[config.mk]
export PLATFORM = sky130hd
export DESIGN_NAME = cla_seq_adder
export DESIGN_NICKNAME = d
export VERILOG_FILES = /design/src/rtl/cla_seq_pkg.sv /design/src/rtl/cla_seq_adder_cla_2.sv /design/src/rtl/cla_seq_adder.sv
export SDC_FILE = /design/constraint.sdc
export NUM_CORES = 1
export LEC_CHECK = 0
export CORE_MARGIN = 1
export CORE_UTILIZATION = 40
export CTS_CLUSTER_DIAMETER = 60
export DETAILED_ROUTE_END_ITERATION = 8
export MAX_ROUTING_LAYER = met4
export PLACE_DENSITY = 0.65
export SLEW_MARGIN = 15
export SYNTH_ARGS = -nofsm -noshare
export SYNTH_HDL_FRONTEND = slang
export SYNTH_HIERARCHICAL = 1
export SYNTH_SLANG_ARGS = --single-unit
export TNS_END_PERCENT = 50
[constraint.sdc]
create_clock -name clk -period 2.7 [get_ports clk]
set_input_delay 0.675 -clock clk [delete_from_list [all_inputs] [get_ports clk]]
set_output_delay 0.675 -clock clk [all_outputs]
set_load 0.02 [all_outputs]
[src/rtl/cla_seq_pkg.sv]
// cla_seq_pkg: shared types and constants for the sequential CLA adder.
//   state_e : sequencer states (IDLE, RUN, DONE)
//   SLICE_W : number of bits the shared lookahead slice adds per cycle
package cla_seq_pkg;

  typedef enum logic [1:0] {
    IDLE = 2'd0,
    RUN  = 2'd1,
    DONE = 2'd2
  } state_e;

  localparam int SLICE_W = 2;

endpackage

[src/rtl/cla_seq_adder_cla_2.sv]
// cla_2: 2-bit carry-lookahead adder slice (purely combinational).
//   a, b : 2-bit addends
//   cin  : carry into bit 0
//   s    : 2-bit sum
//   cout : carry out of bit 1, computed by lookahead rather than ripple
module cla_2 (
  input  logic [1:0] a,
  input  logic [1:0] b,
  input  logic       cin,
  output logic [1:0] s,
  output logic       cout
);

  logic [1:0] g_s;
  logic [1:0] p_s;
  logic       c1_s;

  // Generate/propagate terms and lookahead carries for both bit positions
  always_comb begin
    g_s  = a & b;
    p_s  = a ^ b;
    c1_s = g_s[0] | (p_s[0] & cin);
    cout = g_s[1] | (p_s[1] & g_s[0]) | (p_s[1] & p_s[0] & cin);
    s    = p_s ^ {c1_s, cin};
  end

endmodule

[src/rtl/cla_seq_adder.sv]
// cla_seq_adder: multi-cycle WIDTH-bit adder that reuses one 2-bit
// carry-lookahead slice, processing 2 bits per cycle LSB-first.
// Latency is WIDTH/2 cycles from operand accept to out_valid.
//   clk, rst_n          : clock, asynchronous active-low reset
//   in_valid / in_ready : operand handshake (a, b, cin)
//   out_valid/out_ready : result handshake (sum, cout)
//   ovf                 : signed overflow, present only when the macro
//                         CLA_SEQ_OVF_EN is defined
module cla_seq_adder
  import cla_seq_pkg::*;
#(
  parameter int WIDTH = 16
) (
  input  logic             clk,
  input  logic             rst_n,
  input  logic             in_valid,
  output logic             in_ready,
  input  logic [WIDTH-1:0] a,
  input  logic [WIDTH-1:0] b,
  input  logic             cin,
  output logic             out_valid,
  input  logic             out_ready,
  output logic [WIDTH-1:0] sum,
  output logic             cout
`ifdef CLA_SEQ_OVF_EN
  ,
  output logic             ovf
`endif
);

  localparam int N  = WIDTH / SLICE_W;
  localparam int CW = (N > 1) ? $clog2(N) : 1;
  localparam logic [CW-1:0] LAST_STEP = CW'(N - 1);

  if ((WIDTH < 2) || ((WIDTH % 2) != 0)) begin : g_bad_width
    $error("cla_seq_adder: WIDTH must be even and >= 2");
  end

  state_e           state_q, state_d;
  logic [CW-1:0]    cnt_q, cnt_d;
  logic [WIDTH-1:0] a_sh_q, a_sh_d;
  logic [WIDTH-1:0] b_sh_q, b_sh_d;
  logic [WIDTH-1:0] sum_q, sum_d;
  logic             carry_q, carry_d;
  logic [1:0]       slice_s;
  logic             slice_c;
`ifdef CLA_SEQ_OVF_EN
  logic [1:0]       msb_q, msb_d;
  logic             ovf_q, ovf_d;
`endif

  cla_2 u_slice (
    .a    (a_sh_q[1:0]),
    .b    (b_sh_q[1:0]),
    .cin  (carry_q),
    .s    (slice_s),
    .cout (slice_c)
  );

  // Next-state and datapath update for the IDLE/RUN/DONE sequencer
  always_comb begin
    state_d = state_q;
    cnt_d   = cnt_q;
    a_sh_d  = a_sh_q;
    b_sh_d  = b_sh_q;
    sum_d   = sum_q;
    carry_d = carry_q;
`ifdef CLA_SEQ_OVF_EN
    msb_d   = msb_q;
    ovf_d   = ovf_q;
`endif
    case (state_q)
      IDLE: begin
        // in_ready is implied by IDLE, so in_valid alone is the handshake
        if (in_valid) begin
          a_sh_d  = a;
          b_sh_d  = b;
          carry_d = cin;
          cnt_d   = '0;
`ifdef CLA_SEQ_OVF_EN
          msb_d   = {a[WIDTH-1], b[WIDTH-1]};
`endif
          state_d = RUN;
        end else begin
          state_d = IDLE;
        end
      end
      RUN: begin
        // Slice result enters at the top so that after N steps the first
        // (least significant) slice has shifted down to bits [1:0].
        a_sh_d  = a_sh_q >> SLICE_W;
        b_sh_d  = b_sh_q >> SLICE_W;
        sum_d   = sum_q >> SLICE_W;
        sum_d[WIDTH-1 -: SLICE_W] = slice_s;
        carry_d = slice_c;
        if (cnt_q == LAST_STEP) begin
          cnt_d   = '0;
          state_d = DONE;
`ifdef CLA_SEQ_OVF_EN
          // a^b^sum at the MSB is the carry into the MSB; xor with carry-out
          ovf_d   = msb_q[1] ^ msb_q[0] ^ slice_s[1] ^ slice_c;
`endif
        end else begin
          cnt_d   = cnt_q + CW'(1);
          state_d = RUN;
        end
      end
      DONE: begin
        if (out_ready) begin
          state_d = IDLE;
        end else begin
          state_d = DONE;
        end
      end
      default: begin
        state_d = IDLE;
      end
    endcase
  end

  // Sequencer state and datapath registers
  always_ff @(posedge clk or negedge rst_n) begin
    if (!rst_n) begin
      state_q <= IDLE;
      cnt_q   <= '0;
      a_sh_q  <= '0;
      b_sh_q  <= '0;
      sum_q   <= '0;
      carry_q <= 1'b0;
`ifdef CLA_SEQ_OVF_EN
      msb_q   <= 2'b00;
      ovf_q   <= 1'b0;
`endif
    end else begin
      state_q <= state_d;
      cnt_q   <= cnt_d;
      a_sh_q  <= a_sh_d;
      b_sh_q  <= b_sh_d;
      sum_q   <= sum_d;
      carry_q <= carry_d;
`ifdef CLA_SEQ_OVF_EN
      msb_q   <= msb_d;
      ovf_q   <= ovf_d;
`endif
    end
  end

  assign in_ready  = (state_q == IDLE);
  assign out_valid = (state_q == DONE);
  assign sum       = sum_q;
  assign cout      = carry_q;
`ifdef CLA_SEQ_OVF_EN
  assign ovf       = ovf_q;
`endif

endmodule

==> results.py <==
metrics = {
    "final_layout": {
        "final_nets": 316,
        "layout-drive-gt1-share_pct": 16.36,
        "diodes": 0,
        "fillCellCount": 580,
        "post-route-util_pct": 53.38,
        "final_cell_mix": "dfrtp_1, clkdlybuf4s50_1, inv_1",
        "area_growth_syn_to_layout_pct": 28.75,
    },
    "logic_synthesis": {
        "syn_avg_cell_area_um2": 11.81,
        "syn_inst": 223,
        "ys_seq_area_share_pct": 51.33,
        "synth_top_area_share_pct": 51.33,
        "ys_ff_latch": 54,
        "yosysWarnings": 6,
        "synth_nets": 265,
        "synth_top_area_cell": "dfrtp_1",
        "synth.area.top_cells": "dfrtp_1, mux2_2, o221a_2",
        "synth_area_mm2": 0.002633,
        "synth.distinct_cells": 28,
    },
    "sta": {
        "grt_setup_unrepaired": "false",
        "fin_setup_tns_ns": 0,
        "setup_slack_ns": 0.4634,
        "setup-violations-final": 0,
        "fmax_mhz": 447.1,
        "worst_pin_slew_ns": 0.6208,
        "skew_ns": 0.004030,
        "hold_violations": 0,
        "fin_crit_ns": 2.237,
        "report.final.slew_viol_count": 0,
        "min_period_over_period_pct": 82.84,
        "relSlewSlack_pct": 58.53,
    },
    "clock_tree": {
        "htreeDepth": 2,
        "cts_tree": "built",
        "clockBufferDepth": 2,
        "clkTransAtPathRegs_ns": 0.09,
        "clockRootBuffer": "clkbuf_8",
        "post-cts-setup-buffers": 0,
        "worst_skew_pair.late_latency_ns": 0.31,
        "clock_sinks": 54,
        "tritoncts.num_buffers": 5,
        "ctsHoldBuffers": 0,
        "cts_resized": 0,
    },
    "drt": {
        "drc": 0,
        "drtPass1Iterations": 4,
        "drt_iter0_drc": 86,
        "ant_nets": 0,
        "via_per_inst": 5.438,
        "wirelength_mm": 5.432,
        "routedWlPerCell_um": 15.43,
        "vias": 1914,
    },
    "power_and_ir_drop": {
        "p_comb_share_pct": 46.0,
        "p_total_mw": 3.901,
        "p_int_mw": 2.562,
        "switching_share_pct": 34.32,
        "p_sw_mw": 1.339,
        "p_leak_nw": 1.406,
        "vdd_drop_max_mv": 0.6204,
        "clockPowerShare_pct": 16.9,
        "power_frac_seq_pct": 37.1,
        "p_per_area_mw_per_mm2": 1151,
    },
    "die": {
        "num_io_pins": 56,
        "fp.dieH_um": 83.13,
        "rows": 29,
        "coreArea_mm2": 0.006350,
        "fp.dieW_um": 83.13,
        "dieArea_mm2": 0.006910,
        "initial_core_util_pct": 41.46,
    },
    "worst_setup_path": {
        "cp-start-kind": "register",
        "path_class": "reg2out",
        "worstPathArrival_ns": 1.56,
        "timing.rr.end": "b_sh_q[2]",
        "crit_required_ns": 2.03,
        "r2r_slack_ns": 0.91,
        "end_kind": "primary output",
        "timing.rr.start": "state_q[0]",
        "r2r_cells": 4,
        "critPathMaxFanout": 4,
    },
    "placed_design": {
        "dp_hpwl_mm": 3.645,
        "globalplace.congestion": 0.7325,
        "pre_cts_ws_ns": 0.5095,
        "io_buffers": 55,
    },
    "grt": {
        "grt_max_degree": 45,
        "overflow": 0,
        "first_global_vias": 1812,
        "antenna_found_initial": 0,
        "gr-usage-all-layers_pct": 17.42,
        "grt_pass1_wl_mm": 9.204,
    },
    "min_path": {
        "hp-class": "in2async",
    },
    "job": {
        "maxCapViolCount": 0,
    },
    "run_status": {
        "status": "completed",
    },
}
synth_stat cells:
library cell,count
mux2_2,14
dfrtp_1,54
or2_1,1
fa_1,1
buf_2,11
inv_1,27
nand2_1,5
nand3b_1,4
o21bai_1,1
o221a_2,11
buf_6,3
nand2b_1,3
nand3_1,1
mux2_1,2
ha_1,4
o21ba_2,1
a222oi_1,7
nor3b_1,11
a22o_1,4
or4b_1,11
a21oi_1,2
nor2b_1,9
clkbuf_1,7
a211oi_1,11
xnor2_1,1
nor4b_1,11
nor2_1,2
o221ai_1,4
how the worst max path moves through the flow:
stage / from / end / slack (ns) / depth (start not counted)
after global placement: in_valid / b_sh_q[7] / 0.49 / 4
after global routing: state_q[1] / out_valid / 0.40 / 2
after detailed placement: in_valid / b_sh_q[4] / 0.51 / 4
final: state_q[1] / out_valid / 0.46 / 2
after CTS: state_q[1] / out_valid / 0.44 / 2
after floorplan: state_q[0] / in_ready / 0.90 / 3
worst max-delay path, stage by stage (launching register included):
cell and delay, ns:
dfrtp_1 0.40, nor2b_1 0.21, clkdlybuf4s50_1 0.65
stage by stage:
step	area, um^2	hold slack, ns	cells
2_1_floorplan	2633	0.3794	223
3_3_place_gp	3247	0.4735	344
3_5_place_dp	3247	0.4760	344
4_1_cts	3390	0.3823	352
5_1_grt	3390	0.4027	352
6_report	3390	0.3712	352
power groups by stage:
stage	logic [mW]	registers [mW]	clock network, mW
after CTS	1.82	1.45	0.679
after global routing	1.97	1.51	0.714
after global placement	1.78	1.45	0
after detailed placement	1.83	1.46	0
after floorplan	1.13	1.56	0
final	1.79	1.45	0.660
cells by family after synthesis:
logic type	share of synthesized area [%]
compound gates	14.21
xor+xnor	0.3328
fa+ha+maj	2.662
buf+inv	8.223
flops	51.33
mux	6.844
simple gates	16.40
registers in the layout, indices dropped and copies added (netlist names):
register and count:
a_sh_q 16, state_q 2, cout 1, sum 16, b_sh_q 16, cnt_q 3
cell type report:
type | count | area (um^2) | area share (%)
clock buffers | 6 | 82.58 | 2.436
clock inverters | 2 | 60.06 | 1.772
inverters | 27 | 101.3 | 2.990
multi-input cells | 121 | 1065 | 31.41
flip-flops and latches | 54 | 1351 | 39.87
well taps | 77 | 96.34 | 2.842
repair buffers | 65 | 633.1 | 18.68
per-layer routing:
layer  global-route usage, %  routed length [um]
met3                   4.274                 205
met2                   24.96                2520
met4                   5.172                  64
met1                   24.53                2642
met5                       -                   0
No activity file was read; power rests on OpenSTA's default activity.
